File: src/rtl/cpu_defs.sv
// Shared CSR addresses, timer config layout and ESTAT.IS bit positions.
// Latency: n/a (definitions only).
// Backpressure: n/a.
package cpu_defs;

    localparam int TIMER_WID = 32;

    localparam logic [13:0] CSR_TID   = 14'h040;
    localparam logic [13:0] CSR_TCFG  = 14'h041;
    localparam logic [13:0] CSR_TVAL  = 14'h042;
    localparam logic [13:0] CSR_TICLR = 14'h044;

    typedef struct packed {
        logic [TIMER_WID-3:0] initval;
        logic                 periodic;
        logic                 en;
    } tcfg_t;

    localparam int IS_SWI_LSB = 0;
    localparam int IS_HWI_LSB = 2;
    localparam int IS_TI      = 11;
    localparam int IS_IPI     = 12;
    localparam int IS_WID     = 13;

endpackage

File: src/rtl/intr_sync.sv
// Multi-flop synchronizer for asynchronous interrupt lines.
// Latency: STAGES cycles from input change to q.
// Backpressure: none; level lines are sampled every cycle.
module intr_sync #(
    parameter int STAGES = 2,
    parameter int WID    = 9
) (
    input  logic           clk,
    input  logic           rst_n,
    input  logic [WID-1:0] d,
    output logic [WID-1:0] q
);

    logic [WID-1:0] stg_q [STAGES];

    always_ff @(posedge clk or negedge rst_n) begin
        if (!rst_n) begin
            for (int i = 0; i < STAGES; i++) begin
                stg_q[i] <= '0;
            end
        end else begin
            stg_q[0] <= d;
            for (int i = 1; i < STAGES; i++) begin
                stg_q[i] <= stg_q[i-1];
            end
        end
    end

    assign q = stg_q[STAGES-1];

endmodule

File: src/rtl/csr_timer_intr_ctrl.sv
// Constant-timer CSRs, TI/HWI/IPI status sources and interrupt request handshake.
// Latency: timeout->intr_req 2 cycles; hwi_in->intr_req HWI_SYNC+1 cycles.
// Backpressure: intr_req held until intr_ack or until the pending condition goes away.
module csr_timer_intr_ctrl #(
    parameter int          TIMER_WID = 32,
    parameter logic [31:0] TID_RST   = 32'h0,
    parameter int          HWI_SYNC  = 2
) (
    input  logic        clk,
    input  logic        rst_n,
    input  logic [13:0] csr_addr,
    input  logic        csr_we,
    input  logic [31:0] csr_wr_data,
    output logic [31:0] csr_rd_data,
    input  logic [7:0]  hwi_in,
    input  logic        ipi_in,
    input  logic        crmd_ie,
    input  logic [12:0] ecfg_lie,
    input  logic [1:0]  estat_swi,
    output logic        is_ti,
    output logic [7:0]  is_hwi,
    output logic        is_ipi,
    output logic        intr_req,
    input  logic        intr_ack
);
    import cpu_defs::*;

    typedef enum logic [1:0] {ST_IDLE, ST_REQ, ST_HOLD} hs_state_e;

    logic [31:0]          tid_q;
    logic [TIMER_WID-3:0] initval_q;
    logic                 periodic_q;
    logic                 en_q;
    logic [TIMER_WID-1:0] tval_q;
    logic                 timer_active_q;
    logic                 is_ti_q;
    hs_state_e            state_q;
    logic                 intr_req_q;

    logic                 tid_we;
    logic                 tcfg_we;
    logic                 ticlr_we;
    logic                 timeout;
    logic                 pending;
    logic [IS_WID-1:0]    is_vec;
    logic [8:0]           sync_q;

    assign tid_we   = csr_we && (csr_addr == CSR_TID);
    assign tcfg_we  = csr_we && (csr_addr == CSR_TCFG);
    assign ticlr_we = csr_we && (csr_addr == CSR_TICLR);
    assign timeout  = timer_active_q && (tval_q == '0);

    always_ff @(posedge clk or negedge rst_n) begin
        if (!rst_n) begin
            tid_q <= TID_RST;
        end else if (tid_we) begin
            tid_q <= csr_wr_data;
        end
    end

    // A TCFG write overrides a same-cycle reload or freeze.
    always_ff @(posedge clk or negedge rst_n) begin
        if (!rst_n) begin
            initval_q      <= '0;
            periodic_q     <= 1'b0;
            en_q           <= 1'b0;
            tval_q         <= '0;
            timer_active_q <= 1'b0;
        end else if (tcfg_we) begin
            initval_q      <= csr_wr_data[TIMER_WID-1:2];
            periodic_q     <= csr_wr_data[1];
            en_q           <= csr_wr_data[0];
            tval_q         <= {csr_wr_data[TIMER_WID-1:2], 2'b00};
            timer_active_q <= csr_wr_data[0];
        end else if (timer_active_q) begin
            if (tval_q != '0) begin
                tval_q <= tval_q - TIMER_WID'(1);
            end else if (periodic_q) begin
                tval_q <= {initval_q, 2'b00};
            end else begin
                tval_q         <= '1;
                timer_active_q <= 1'b0;
            end
        end
    end

    // Set beats clear when a timeout and a TICLR write coincide.
    always_ff @(posedge clk or negedge rst_n) begin
        if (!rst_n) begin
            is_ti_q <= 1'b0;
        end else if (timeout) begin
            is_ti_q <= 1'b1;
        end else if (ticlr_we && csr_wr_data[0]) begin
            is_ti_q <= 1'b0;
        end
    end

    always_comb begin
        csr_rd_data = '0;
        case (csr_addr)
            CSR_TID:  csr_rd_data = tid_q;
            CSR_TCFG: csr_rd_data[TIMER_WID-1:0] = {initval_q, periodic_q, en_q};
            CSR_TVAL: csr_rd_data[TIMER_WID-1:0] = tval_q;
            default:  csr_rd_data = '0;
        endcase
    end

    intr_sync #(
        .STAGES (HWI_SYNC),
        .WID    (9)
    ) u_intr_sync (
        .clk   (clk),
        .rst_n (rst_n),
        .d     ({ipi_in, hwi_in}),
        .q     (sync_q)
    );

    assign is_hwi = sync_q[7:0];
    assign is_ipi = sync_q[8];
    assign is_ti  = is_ti_q;

    always_comb begin
        is_vec                   = '0;
        is_vec[IS_SWI_LSB +: 2]  = estat_swi;
        is_vec[IS_HWI_LSB +: 8]  = is_hwi;
        is_vec[IS_TI]            = is_ti_q;
        is_vec[IS_IPI]           = is_ipi;
    end

    assign pending = crmd_ie && |(is_vec & ecfg_lie);

    // HOLD gives the exception stage's CRMD.IE clear one cycle to land.
    always_ff @(posedge clk or negedge rst_n) begin
        if (!rst_n) begin
            state_q    <= ST_IDLE;
            intr_req_q <= 1'b0;
        end else begin
            case (state_q)
                ST_IDLE: begin
                    if (pending) begin
                        state_q    <= ST_REQ;
                        intr_req_q <= 1'b1;
                    end
                end
                ST_REQ: begin
                    if (intr_ack) begin
                        state_q    <= ST_HOLD;
                        intr_req_q <= 1'b0;
                    end else if (!pending) begin
                        state_q    <= ST_IDLE;
                        intr_req_q <= 1'b0;
                    end
                end
                ST_HOLD: begin
                    state_q    <= ST_IDLE;
                    intr_req_q <= 1'b0;
                end
                default: begin
                    state_q    <= ST_IDLE;
                    intr_req_q <= 1'b0;
                end
            endcase
        end
    end

    assign intr_req = intr_req_q;

endmodule

File: config.mk
export PLATFORM = sky130hd
export DESIGN_NAME = csr_timer_intr_ctrl
export DESIGN_NICKNAME = d
export VERILOG_FILES = /design/src/rtl/cpu_defs.sv /design/src/rtl/intr_sync.sv /design/src/rtl/csr_timer_intr_ctrl.sv
export SDC_FILE = /design/constraint.sdc
export NUM_CORES = 1
export LEC_CHECK = 0
export ABC_AREA = 1
export BUFFER_PORTS_ARGS = -buffer_cell sky130_fd_sc_hd__buf_4
export CAP_MARGIN = 0
export CELL_PAD_IN_SITES_DETAIL_PLACEMENT = 0
export CELL_PAD_IN_SITES_GLOBAL_PLACEMENT = 1
export CORE_ASPECT_RATIO = 1.25
export CORE_MARGIN = 4
export CORE_UTILIZATION = 44
export CTS_CLUSTER_DIAMETER = 100
export DETAILED_ROUTE_END_ITERATION = 16
export GPL_TIMING_DRIVEN = 0
export MAX_ROUTING_LAYER = met4
export PLACE_DENSITY_LB_ADDON = 0.1
export SYNTH_ARGS = -nofsm -noshare
export SYNTH_HDL_FRONTEND = slang
export SYNTH_SLANG_ARGS = --single-unit
File: constraint.sdc
create_clock -name clk -period 3.8 [get_ports clk]
set_clock_uncertainty 0.1 [all_clocks]
set_input_delay 0.19 -clock clk [delete_from_list [all_inputs] [get_ports clk]]
set_output_delay 0.19 -clock clk [all_outputs]
set_load 0.1 [all_outputs]
==> results.json <==
{
  "timing.fmax_mhz": 371.3,
  "cp.buffers_inverters": 3,
  "layout_common_cells": "nand2_1, buf_4, inv_1",
  "whs_ns": 0.01208,
  "grt_max_degree": 61,
  "path_common_cell": "buf_4",
  "grt-ovfl-total": 0,
  "die_x_um": 120.1,
  "firstDrtPassIters": 5,
  "nNetsFinal": 1205,
  "synth-main-ff-cell": "dfrtp_1",
  "area_growth_pct": 32.16,
  "yosysSeqAreaShare_pct": 42.76,
  "p_total_mw": 3.491,
  "post-route-period-util_pct": 70.88,
  "worstHoldPathType": "in2reg",
  "syn_nets": 1028,
  "cts_tree": "built",
  "critPathMaxFanout": 10,
  "drt-total-wl_um": 26000,
  "power.density_nw_per_um2": 382.6,
  "multi_input_area_um2": 3159,
  "relSlewSlack_pct": 37.49,
  "crit_arrival_ns": 2.40,
  "clkLatencyLatePin_ns": 0.42,
  "path_clk_slew_ns": 0.06,
  "ys_warn_count": 0,
  "place_hpwl_um": 18750,
  "vias_per_cell": 5.291,
  "drtIter0Drc": 461,
  "die_h_um": 148.1,
  "min_period_ns": 2.694,
  "grt_pass1_vias": 7101,
  "worst_setup_path_start_kind": "input port",
  "synth.area.top_cells": "dfrtp_1, nand2_1, nand3_1, inv_1, o21ai_0",
  "initial_core_util_pct": 45.42,
  "slowest_stage": "o21ai_2",
  "layout-drive-gt1-share_pct": 19.91,
  "tns_ns": 0,
  "drc": 0,
  "syn_area_um2": 6905,
  "slowest_delay_ns": 0.65,
  "crit_required_ns": 3.51,
  "cts_max_level": 4,
  "fillCellCount": 1476,
  "hold_buffers": 42,
  "rows": 50,
  "cts_root_buf": "clkbuf_16",
  "final.setup.worst_slack_ns": 1.106,
  "layout_commonest_cell": "nand2_1",
  "synth_top_area_share_pct": 42.76,
  "wire_per_inst_um": 19.29,
  "path_delay_family": "buffers and inverters",
  "io_pins": 118,
  "port_buffers": 115,
  "grt_pass1_wl_um": 40220,
  "leakagePower_nw": 4.802,
  "core_um2": 15200,
  "setup_violations": 0,
  "clock-sinks": 118,
  "diodes": 0,
  "crit_type": "in2out",
  "rsz0062_at_grt": "false",
  "drv_cap": 0,
  "track_usage_pct": 30.98,
  "place_inst": 1275,
  "end_kind": "primary output",
  "synthArstFlopShare_pct": 100.0,
  "syn_inst": 951,
  "peakVddDrop_mv": 0.3021,
  "post-place-ws_ns": 1.141,
  "ctsLongestPathBuffers": 2,
  "ant_nets": 0,
  "dr_total_vias": 7132,
  "yosys.area.top_type": "dfrtp_1",
  "gp_congestion": 0.9627,
  "crit_chain": "buf_4 > nor2_1 > nand4_2 > nor2_1 > nand2_1 > o21ai_2 > buf_4 > nand3_1 > nand3_1 > buf_4",
  "design.die.area_um2": 17780,
  "seq_area_um2": 2953,
  "synth_edf_count": 0,
  "tightest_slew_ns": 0.9377,
  "outcome": "completed",
  "antenna_found_initial": 0,
  "ys_types": 37,
  "post_cts_buffers": 0,
  "syn_avg_cell_area_um2": 7.261,
  "fin_cells": 1348,
  "cts_made_buffers": 17,
  "hold_violations": 0,
  "ys_seq_elements": 118,
  "slew_viol_final": 0,
  "cts.repair.resized": 0
}
==> synthesized netlist by cell type, types with 3 or more instances <==
library cell,instances
nand2_1,301
inv_1,122
dfrtp_1,118
nand3_1,100
o21ai_0,72
nor2_1,70
o22ai_1,31
nand2_2,18
o211ai_1,14
buf_4,13
clkbuf_1,11
buf_2,10
nand4_1,10
nor2_2,8
o21ai_1,6
buf_6,5
nand2_4,5
nor2_4,5
o21a_1,4
a221oi_1,3
inv_2,3
nand3_2,3
==> through the flow <==
stage               instance area [um^2]  utilization, %
floorplan                           6905               -
global placement                    8029           52.81
detailed placement                  8060           53.02
CTS                                 9126           60.03
global route                        9126           60.03
finish                              9126           60.03
==> registers in the layout (all words and copies together), names as in the netlist <==
| register | cells |
|---|---|
| en_q | 1 |
| is_ti | 1 |
| u_intr_sync.q | 9 |
| tid_q | 32 |
| tval_q | 32 |
| u_intr_sync.stg_q | 9 |
| timer_active_q | 1 |
| periodic_q | 1 |
| state_q | 2 |
| initval_q | 30 |
==> worst paths after layout <==
check / start / end / slack [ns] / cells after the start
worst max-delay path: csr_addr[5] / csr_rd_data[11] / 1.11 / 10
worst min-delay path: csr_wr_data[10] / tid_q[10]$_DFFE_PN0P_ / 0.01 / 3
worst max register to register: tval_q[0]$_DFFE_PN0P_ / tval_q[30]$_DFFE_PN0P_ / 1.63 / 9
worst min register to register: u_intr_sync.stg_q[17]$_DFF_PN0_ / u_intr_sync.q[8]$_DFF_PN0_ / 0.25 / 0
max in group asynchronous: rst_n / initval_q[10]$_DFFE_PN0P_ / 2.63 / 3
min in group asynchronous: rst_n / u_intr_sync.q[8]$_DFF_PN0_ / 0.23 / 2
==> tightest hold or removal path, cell delays in order <==
cell,delay (ns)
buf_4,0.07
inv_1,0.07
o21ai_0,0.17
==> area by class of cell <==
class / instances / share of cell area (%)
flip-flops and latches: 118 / 32.36
inverters: 126 / 5.237
multi-input cells: 664 / 34.62
plain buffers: 43 / 3.455
clock buffers: 19 / 4.853
repair buffers: 158 / 14.41
clock inverters: 12 / 2.221
well taps: 208 / 2.852
==> per-layer routing <==
layer  up-vias  wire length, um  track usage, %  part of all wire, %
met5         -                0               -                    0
met4         0             1262           14.79                  4.9
met3        62             1736           5.630                  6.7
met2       290            12550           49.65                   48
met1      3369            10450           38.00                   40
li1       3411                -               -                    -
==> logic make-up after synthesis <==
| logic type | after synthesis | share of synthesized area, % |
|---|---|---|
| AND/OR/NAND/NOR | 527 | 34.08 |
| AO/OA/AOI/OAI | 134 | 11.18 |
| flip-flops | 118 | 42.76 |
| XOR/XNOR | 1 | 0.1269 |
| adder cells (fa/ha/maj) | 2 | 0.3623 |
| buffers and inverters | 169 | 11.49 |
==> power breakdown <==
part	internal (mW)	total, mW	leakage, nW	switching [mW]
Sequential	1.27	1.28	1.60	0.0114
Clock	1.18	1.79	0.313	0.610
Combinational	0.156	0.419	2.89	0.263
Total	2.61	3.49	4.80	0.885
(Power assumes the default switching activity.)
